==> src/rtl/qreg_skid.sv <==
// qreg_skid: flow-controlled pipeline register slice with a two-entry skid buffer.
//
// This slice carries N-bit words between two valid/ready stages and sustains one word per
// cycle. o_ready depends only on the registered state, so there is no combinational path
// from i_ready to o_ready. Because of that, a word can arrive in the same cycle that the
// downstream stalls. The skid register catches that word.
//
// Ports:
//   i_clk    in   1   clock; all state updates on the rising edge
//   i_rst    in   1   synchronous active-high reset
//   i_data   in   N   upstream data word
//   i_valid  in   1   upstream word valid
//   o_ready  out  1   slice can accept a word (registered state only)
//   o_data   out  N   downstream data word (main register)
//   o_valid  out  1   downstream word valid
//   i_ready  in   1   downstream accepts o_data
//   o_occ    out  2   words held: 0, 1 or 2
//   o_beats  out  CW  words delivered downstream since reset, wraps modulo 2^CW
//
// The main and skid data registers are not reset. o_data is don't-care while o_valid is 0.
// Control decisions never look at i_data, so X on the data path cannot reach a control
// output.

module qreg_skid #(
    parameter int unsigned N  = 1,
    parameter int unsigned CW = 32
) (
    input  logic          i_clk,
    input  logic          i_rst,
    input  logic [N-1:0]  i_data,
    input  logic          i_valid,
    output logic          o_ready,
    output logic [N-1:0]  o_data,
    output logic          o_valid,
    input  logic          i_ready,
    output logic [1:0]    o_occ,
    output logic [CW-1:0] o_beats
);

    // Occupancy states: StBusy means main valid; StFull means main and skid valid.
    typedef enum logic [1:0] {
        StEmpty = 2'd0,
        StBusy  = 2'd1,
        StFull  = 2'd2
    } state_e;

    state_e        state_q, state_d;
    logic [N-1:0]  main_q, main_d;
    logic [N-1:0]  skid_q, skid_d;
    logic [CW-1:0] beats_q, beats_d;

    logic in_fire;
    logic out_fire;

    // ------------------------------------------------------------------
    // Outputs: decoded from the state register only.
    // ------------------------------------------------------------------
    always_comb begin
        o_valid = 1'b0;
        o_ready = 1'b1;
        o_occ   = 2'd0;
        unique case (state_q)
            StEmpty: begin
                o_valid = 1'b0;
                o_ready = 1'b1;
                o_occ   = 2'd0;
            end
            StBusy: begin
                o_valid = 1'b1;
                o_ready = 1'b1;
                o_occ   = 2'd1;
            end
            StFull: begin
                o_valid = 1'b1;
                o_ready = 1'b0;
                o_occ   = 2'd2;
            end
            default: begin
                o_valid = 1'b0;
                o_ready = 1'b1;
                o_occ   = 2'd0;
            end
        endcase
    end

    assign o_data  = main_q;
    assign o_beats = beats_q;

    assign in_fire  = i_valid & o_ready;
    assign out_fire = o_valid & i_ready;

    // ------------------------------------------------------------------
    // Next-state and data-path steering.
    // ------------------------------------------------------------------
    always_comb begin
        state_d = state_q;
        main_d  = main_q;
        skid_d  = skid_q;
        unique case (state_q)
            StEmpty: begin
                if (in_fire) begin
                    main_d  = i_data;
                    state_d = StBusy;
                end
            end
            StBusy: begin
                if (in_fire && out_fire) begin
                    // Head leaves as the new word arrives, so main is refilled directly.
                    main_d = i_data;
                end else if (in_fire) begin
                    // Downstream stalled while o_ready was already promised; park in skid.
                    skid_d  = i_data;
                    state_d = StFull;
                end else if (out_fire) begin
                    state_d = StEmpty;
                end
            end
            StFull: begin
                // o_ready is low here, so in_fire cannot occur.
                if (out_fire) begin
                    main_d  = skid_q;
                    state_d = StBusy;
                end
            end
            default: begin
                state_d = StEmpty;
            end
        endcase
    end

    always_comb begin
        beats_d = beats_q;
        if (out_fire) begin
            beats_d = beats_q + CW'(1);
        end
    end

    // ------------------------------------------------------------------
    // Registers. Reset overrides any transfer in the same cycle.
    // ------------------------------------------------------------------
    always_ff @(posedge i_clk) begin
        if (i_rst) begin
            state_q <= StEmpty;
            beats_q <= '0;
        end else begin
            state_q <= state_d;
            beats_q <= beats_d;
        end
    end

    // Data registers carry no reset; their contents matter only while o_valid is 1.
    always_ff @(posedge i_clk) begin
        main_q <= main_d;
        skid_q <= skid_d;
    end

endmodule

==> config.mk <==
export PLATFORM = sky130hd
export DESIGN_NAME = qreg_skid
export DESIGN_NICKNAME = d
export VERILOG_FILES = /design/src/rtl/qreg_skid.sv
export SDC_FILE = /design/constraint.sdc
export NUM_CORES = 1
export LEC_CHECK = 0
export CAP_MARGIN = 0
export CORE_MARGIN = 3
export CORE_UTILIZATION = 27
export DETAILED_ROUTE_END_ITERATION = 7
export PLACE_DENSITY = 0.59
export REMOVE_ABC_BUFFERS = 1
export SYNTH_ARGS = -nofsm -noshare
export SYNTH_HDL_FRONTEND = slang
export SYNTH_SLANG_ARGS = --single-unit
export TNS_END_PERCENT = 20
==> constraint.sdc <==
create_clock -name i_clk -period 4.69 [get_ports i_clk]
set_input_delay 0.7035 -clock i_clk [delete_from_list [all_inputs] [get_ports i_clk]]
set_output_delay 0.7035 -clock i_clk [all_outputs]
set_load 0.1 [all_outputs]
# After elaboration in Yosys (flattened, before gate mapping)
# Cells that the tools add are included.
dict set report op_classes {
  mux 13
  n_eq_ne 7
  n_addsub 1
  shifts 0
  n_lt_le_gt_ge 0
  n_reduce_logical 7
  n_div 0
  mul 0
  n_bitwise 3
}
# cell n
set op_table {}
lappend op_table {{32-bit by 1-bit adder with 32-bit output, second input constant} 1}
lappend op_table {{2-bit 2-to-1 mux} 5}
lappend op_table {{2-bit != test, second input constant} 4}
lappend op_table {{4-bit AND reduction} 2}
lappend op_table {{2-bit one-hot mux with 3 select lines} 1}
lappend op_table {{1-bit 2-to-1 mux} 5}
lappend op_table {{2-bit one-hot mux with 2 select lines} 1}
lappend op_table {{3-bit != test, second input constant} 1}
lappend op_table {{1-bit one-hot mux with 3 select lines} 1}
lappend op_table {{3-bit AND reduction} 1}
lappend op_table {{3-bit nonzero test} 1}
lappend op_table {{1-bit bitwise AND} 2}
lappend op_table {{2-bit by 1-bit == test with 1-bit output, second input constant} 1}
lappend op_table {{2-bit == test, second input constant} 1}
lappend op_table {{2-bit logical NOT} 1}
lappend op_table {{2-bit OR reduction} 1}
lappend op_table {{1-bit logical AND} 1}
lappend op_table {{1-bit inverter} 1}
dict set report word_totals {
  input_bits 5
  word_cells 35
  reg_bits 36
  latch_bits 0
  output_inout_bits 37
  memories 0
  mem_bits_rw 0
  rom_bits 0
}

# Longest topological paths before layout
dict set report depth {
  depth_word 8
  ltp_mapped 8
  mapped_depth_nobuf 6
}

# Least setup slack after synthesis
# Ideal clock, no wire load.
dict set report synth_timing {
  path_type {register to register}
  from {register state_q[0]}
  to {register main_q (netlist: o_data), enable pin}
  setup_ns 0.328
  synth_period_minus_slack_ns 2.780
  arrival_ns 2.452
  path_buffers 0
  slack_ns 1.910
  path_stages_with_launch 5
  cell_sequence {dfxtp_1 -> inv_1 -> ha_1 -> inv_1 -> o32ai_1}
}
dict set report synth_between {
  elab_cells_between_ends 14
  classes_between {eq/ne (5); mux (2); bitwise (2); reduce/logical (5)}
}
# element line_no
set synth_lines {}
lappend synth_lines {{start, declared} 47} ;# state_e state_q, state_d;
lappend synth_lines {{start signal, assigned} 143} ;# state_q <= StEmpty;
lappend synth_lines {{start signal, assigned} 146} ;# state_q <= state_d;
lappend synth_lines {{2-bit == test (*)} 62} ;# unique case (state_q)
lappend synth_lines {{1-bit 2-to-1 mux (*)} 62}
lappend synth_lines {{via o_ready} 32} ;# output logic o_ready,
lappend synth_lines {{1-bit bitwise AND (*)} 89} ;# assign in_fire = i_valid & o_ready;
lappend synth_lines {{1-bit logical AND} 107} ;# if (in_fire && out_fire) begin
lappend synth_lines {{2-bit != test (no line)} --}
lappend synth_lines {{4-bit AND reduction (no line) (*)} --}
lappend synth_lines {{end signal, assigned} 153} ;# main_q <= main_d;
lappend synth_lines {{end, declared} 48} ;# logic [N-1:0] main_q, main_d;
# The timed path passes the listed nets; every way through them passes the cells marked *.
# A chain may end at the register's enable or synchronous reset.

# Worst setup path in the final report
dict set report layout_timing {
  from {register state_q[0]}
  to {output port o_valid}
}
dict set report layout_between {
  elab_chain_len 3
  elab_cells_between_ends 4
  classes_between {eq/ne (2); mux (1); reduce/logical (1)}
}
# element line_no
set layout_lines {}
lappend layout_lines {{2-bit == test / 2-bit by 1-bit == test with 1-bit output (equally long branches)} 62}
lappend layout_lines {{2-bit OR reduction (no line) (*)} --}
lappend layout_lines {{1-bit 2-to-1 mux (*)} 62}
lappend layout_lines {{end, declared} 34} ;# output logic o_valid,
# Mark *: on every way between the ends. The rest lies on a longest branch, timed or not.

==> flow_metrics.env <==
export IMPL_synth_most_common_cell="dfxtp_1"
export IMPL_rsz0062_at_grt="false"
export IMPL_area_delta_synth_final_pct=27.0
export IMPL_synth_edff_count=2
export IMPL_grt_pass1_vias=1660
export IMPL_nNetsFinal=254
export IMPL_relSlewSlack_pct=34.0
export IMPL_min_path_cells=2
export IMPL_synth_compound_area_share_pct=15.7
export IMPL_power_density_nw_per_um2=338
export IMPL_yosys_warnings=0
export IMPL_fin_crit_ps=3060
export IMPL_clk_pin_slew_ps=70
export IMPL_drive_gt1_share_pct=5.71
export IMPL_place_port_buffers=41
export IMPL_die_area_um2=7990
export IMPL_worstPathRequired_ps=3990
export IMPL_insertion_delay_ps=290
export IMPL_worst_slack_ps=1630
export IMPL_synthCells=210
export IMPL_synth_simple_area_share_pct=28.6
export IMPL_num_rows=29
export IMPL_fmax_ghz=0.327
export IMPL_clockRootBuffer="clkbuf_8"
export IMPL_yosys_area_share_adder_pct=3.33
export IMPL_synth_seq_cells=36
export IMPL_r2r_start="state_q[0]"
export IMPL_antenna_found_initial=0
export IMPL_first_pass_iters=4
export IMPL_die_x_um=89.4
export IMPL_vias=1684
export IMPL_drtAntennaViolNets=0
export IMPL_min_from="o_beats[31]"
export IMPL_yosysTopAreaCellShare_pct=36.2
export IMPL_yosys_area_share_xor_xnor_pct=5.60
export IMPL_ys_types=33
export IMPL_cts_resized=0
export IMPL_synth_avg_cell_area_um2=8.94
export IMPL_arrival_ps=2360
export IMPL_grt_start_max_net_pins=35
export IMPL_outcome="finished, final reports clean"
export IMPL_grt_ovfl_total=0
export IMPL_tightest_slew_ps=987
export IMPL_critPathLaunchType="flip-flop"
export IMPL_cp_end_kind="output port"
export IMPL_seq_area_frac_synth_pct=39.4
export IMPL_syn_area_um2=1880
export IMPL_cts_buffers=5
export IMPL_r2r_slack_ps=2360
export IMPL_setup_worst_path_class="flip-flop to output port"
export IMPL_totalPowerFinal_mw=0.806
export IMPL_p_leak_nw=0.792
export IMPL_first_iter_violations=106
export IMPL_tns_ps=0
export IMPL_core_um2=6530
export IMPL_setup_violations_final=0
export IMPL_totalWireLength_um=4370
export IMPL_cp_max_fo=9
export IMPL_grt_pass1_wl_um=7630
export IMPL_cts_setup_buffers=0
export IMPL_drc=0
export IMPL_holdCritPathClass="flip-flop to flip-flop"
export IMPL_ios=42
export IMPL_reg2regPathDepth=6
export IMPL_yosys_area_top_type="dfxtp_1"
export IMPL_clk_path_buf_depth=2
export IMPL_cts_sinks=36
export IMPL_async_flop_share_pct=0
export IMPL_cts_max_level=2
export IMPL_n_antenna_cell=0
export IMPL_fp_dieH_um=89.4
export IMPL_netlist_top_cells_count="dfxtp_1 (34), a21oi_1 (22), o31ai_1 (17), or4_1 (16), nor2_1 (14)"
export IMPL_hpwlAfterDp_um=2980
export IMPL_start_util_pct=28.8
export IMPL_grt_use_total_pct=12.0
export IMPL_synth_ff_type="dfxtp_1"
export IMPL_pre_cts_ws_ps=1890
export IMPL_tritoncts="yes"
export IMPL_maxSlewViolCount=0
export IMPL_clock_skew_ps=6.11
export IMPL_whs_endpoint="o_beats[31]"
export IMPL_max_cap_violations=0
export IMPL_fillers=677
export IMPL_r2r_end="o_beats[31]"
export IMPL_avgRoutedWirePerCell_um=13.6
export IMPL_drt_vias_per_instance=5.23
export IMPL_routabilityCongestion=0.761
export IMPL_finalCritPeriodShare_pct=65.3
export IMPL_synth_top_family_by_area="simple AND/OR/NAND/NOR gates"
export IMPL_synth_area_leaders="dfxtp_1 (36%), o31ai_1 (6.8%), or4_1 (6.4%), a21oi_1 (5.9%), xor2_1 (5.6%)"
export IMPL_postCtsHoldBufs=0
export IMPL_synth_mux_area_share_pct=0.600
export IMPL_hold_viol=0
export IMPL_ir_drop_v=0.000272
[state kept, by name, summed over array words and instances, names as in the netlist]
name / count
skid_q: 1
o_data: 1
o_beats: 32
state_q: 2
[cell families after synthesis]
logic type / Yosys count
simple gates: 85
compound gates: 48
flops: 36
buf+inv: 23
xor+xnor: 12
fa+ha+maj: 5
mux: 1
[critical path, cell delays in order, from the launching register on]
cell             delay, ps
dfxtp_1                380
inv_1                   80
ha_1                   420
clkdlybuf4s50_1       1190
[layout by cell type (no fill, tap or decap), types with 8 or more instances in the layout]
cell              n
a21oi_1          22
clkdlybuf4s50_1  41
dfxtp_1          34
inv_1             8
nand2_1          10
nand3_1          11
nand4_1           9
nor2_1           14
o31ai_1          17
or4_1            16
xor2_1           12
[worst max-delay path by stage]
stage | start | end | slack [ps] | cells after the start
3_5_place_dp | i_ready | o_beats[29] | 1890 | 5
6_report | state_q[0] | o_valid | 1630 | 3
3_3_place_gp | i_ready | o_beats[31] | 1920 | 5
4_1_cts | state_q[0] | o_valid | 1610 | 3
5_1_grt | state_q[1] | o_valid | 1500 | 3
2_1_floorplan | state_q[0] | o_data | 1910 | 4
[where the power goes]
part	total (mW)	internal [mW]	leakage [nW]	switching, mW
combinational	0.245	0.0671	0.453	0.178
clock	0.231	0.120	0.0455	0.111
sequential	0.331	0.321	0.293	0.00962
[metal layers]
layer | up-vias | part of all wire (%) | wire length (um) | global-route usage (%)
met1 | 795 | 48 | 2110 | 15.5
met3 | 5 | 6.0 | 261 | 3.32
li1 | 847 | - | - | -
met4 | 0 | 1.3 | 55 | 4.60
met5 | - | 0 | 0 | 0
met2 | 37 | 45 | 1950 | 19.1
[through the flow]
| stage | hold slack, ps | utilization, % | area [um2] | instances |
|---|---|---|---|---|
| 3_3_place_gp | 474 | 35.2 | 2300 | 314 |
| 6_report | 491 | 36.5 | 2390 | 322 |
| 5_1_grt | 532 | 36.5 | 2390 | 322 |
| 3_5_place_dp | 479 | 35.2 | 2300 | 314 |
| 4_1_cts | 490 | 36.5 | 2390 | 322 |
| 2_1_floorplan | 472 | - | 1780 | 195 |
[area by class of cell]
cell class	instances	area [um2]	area share, %
multi-input combinational	151	1010	42.4
sequential	36	741	31.0
timing repair buffer	42	418	17.5
tap	77	96.3	4.04
clock buffer	8	90.1	3.78
inverter	8	30.0	1.26
(Power assumes the default switching activity.)
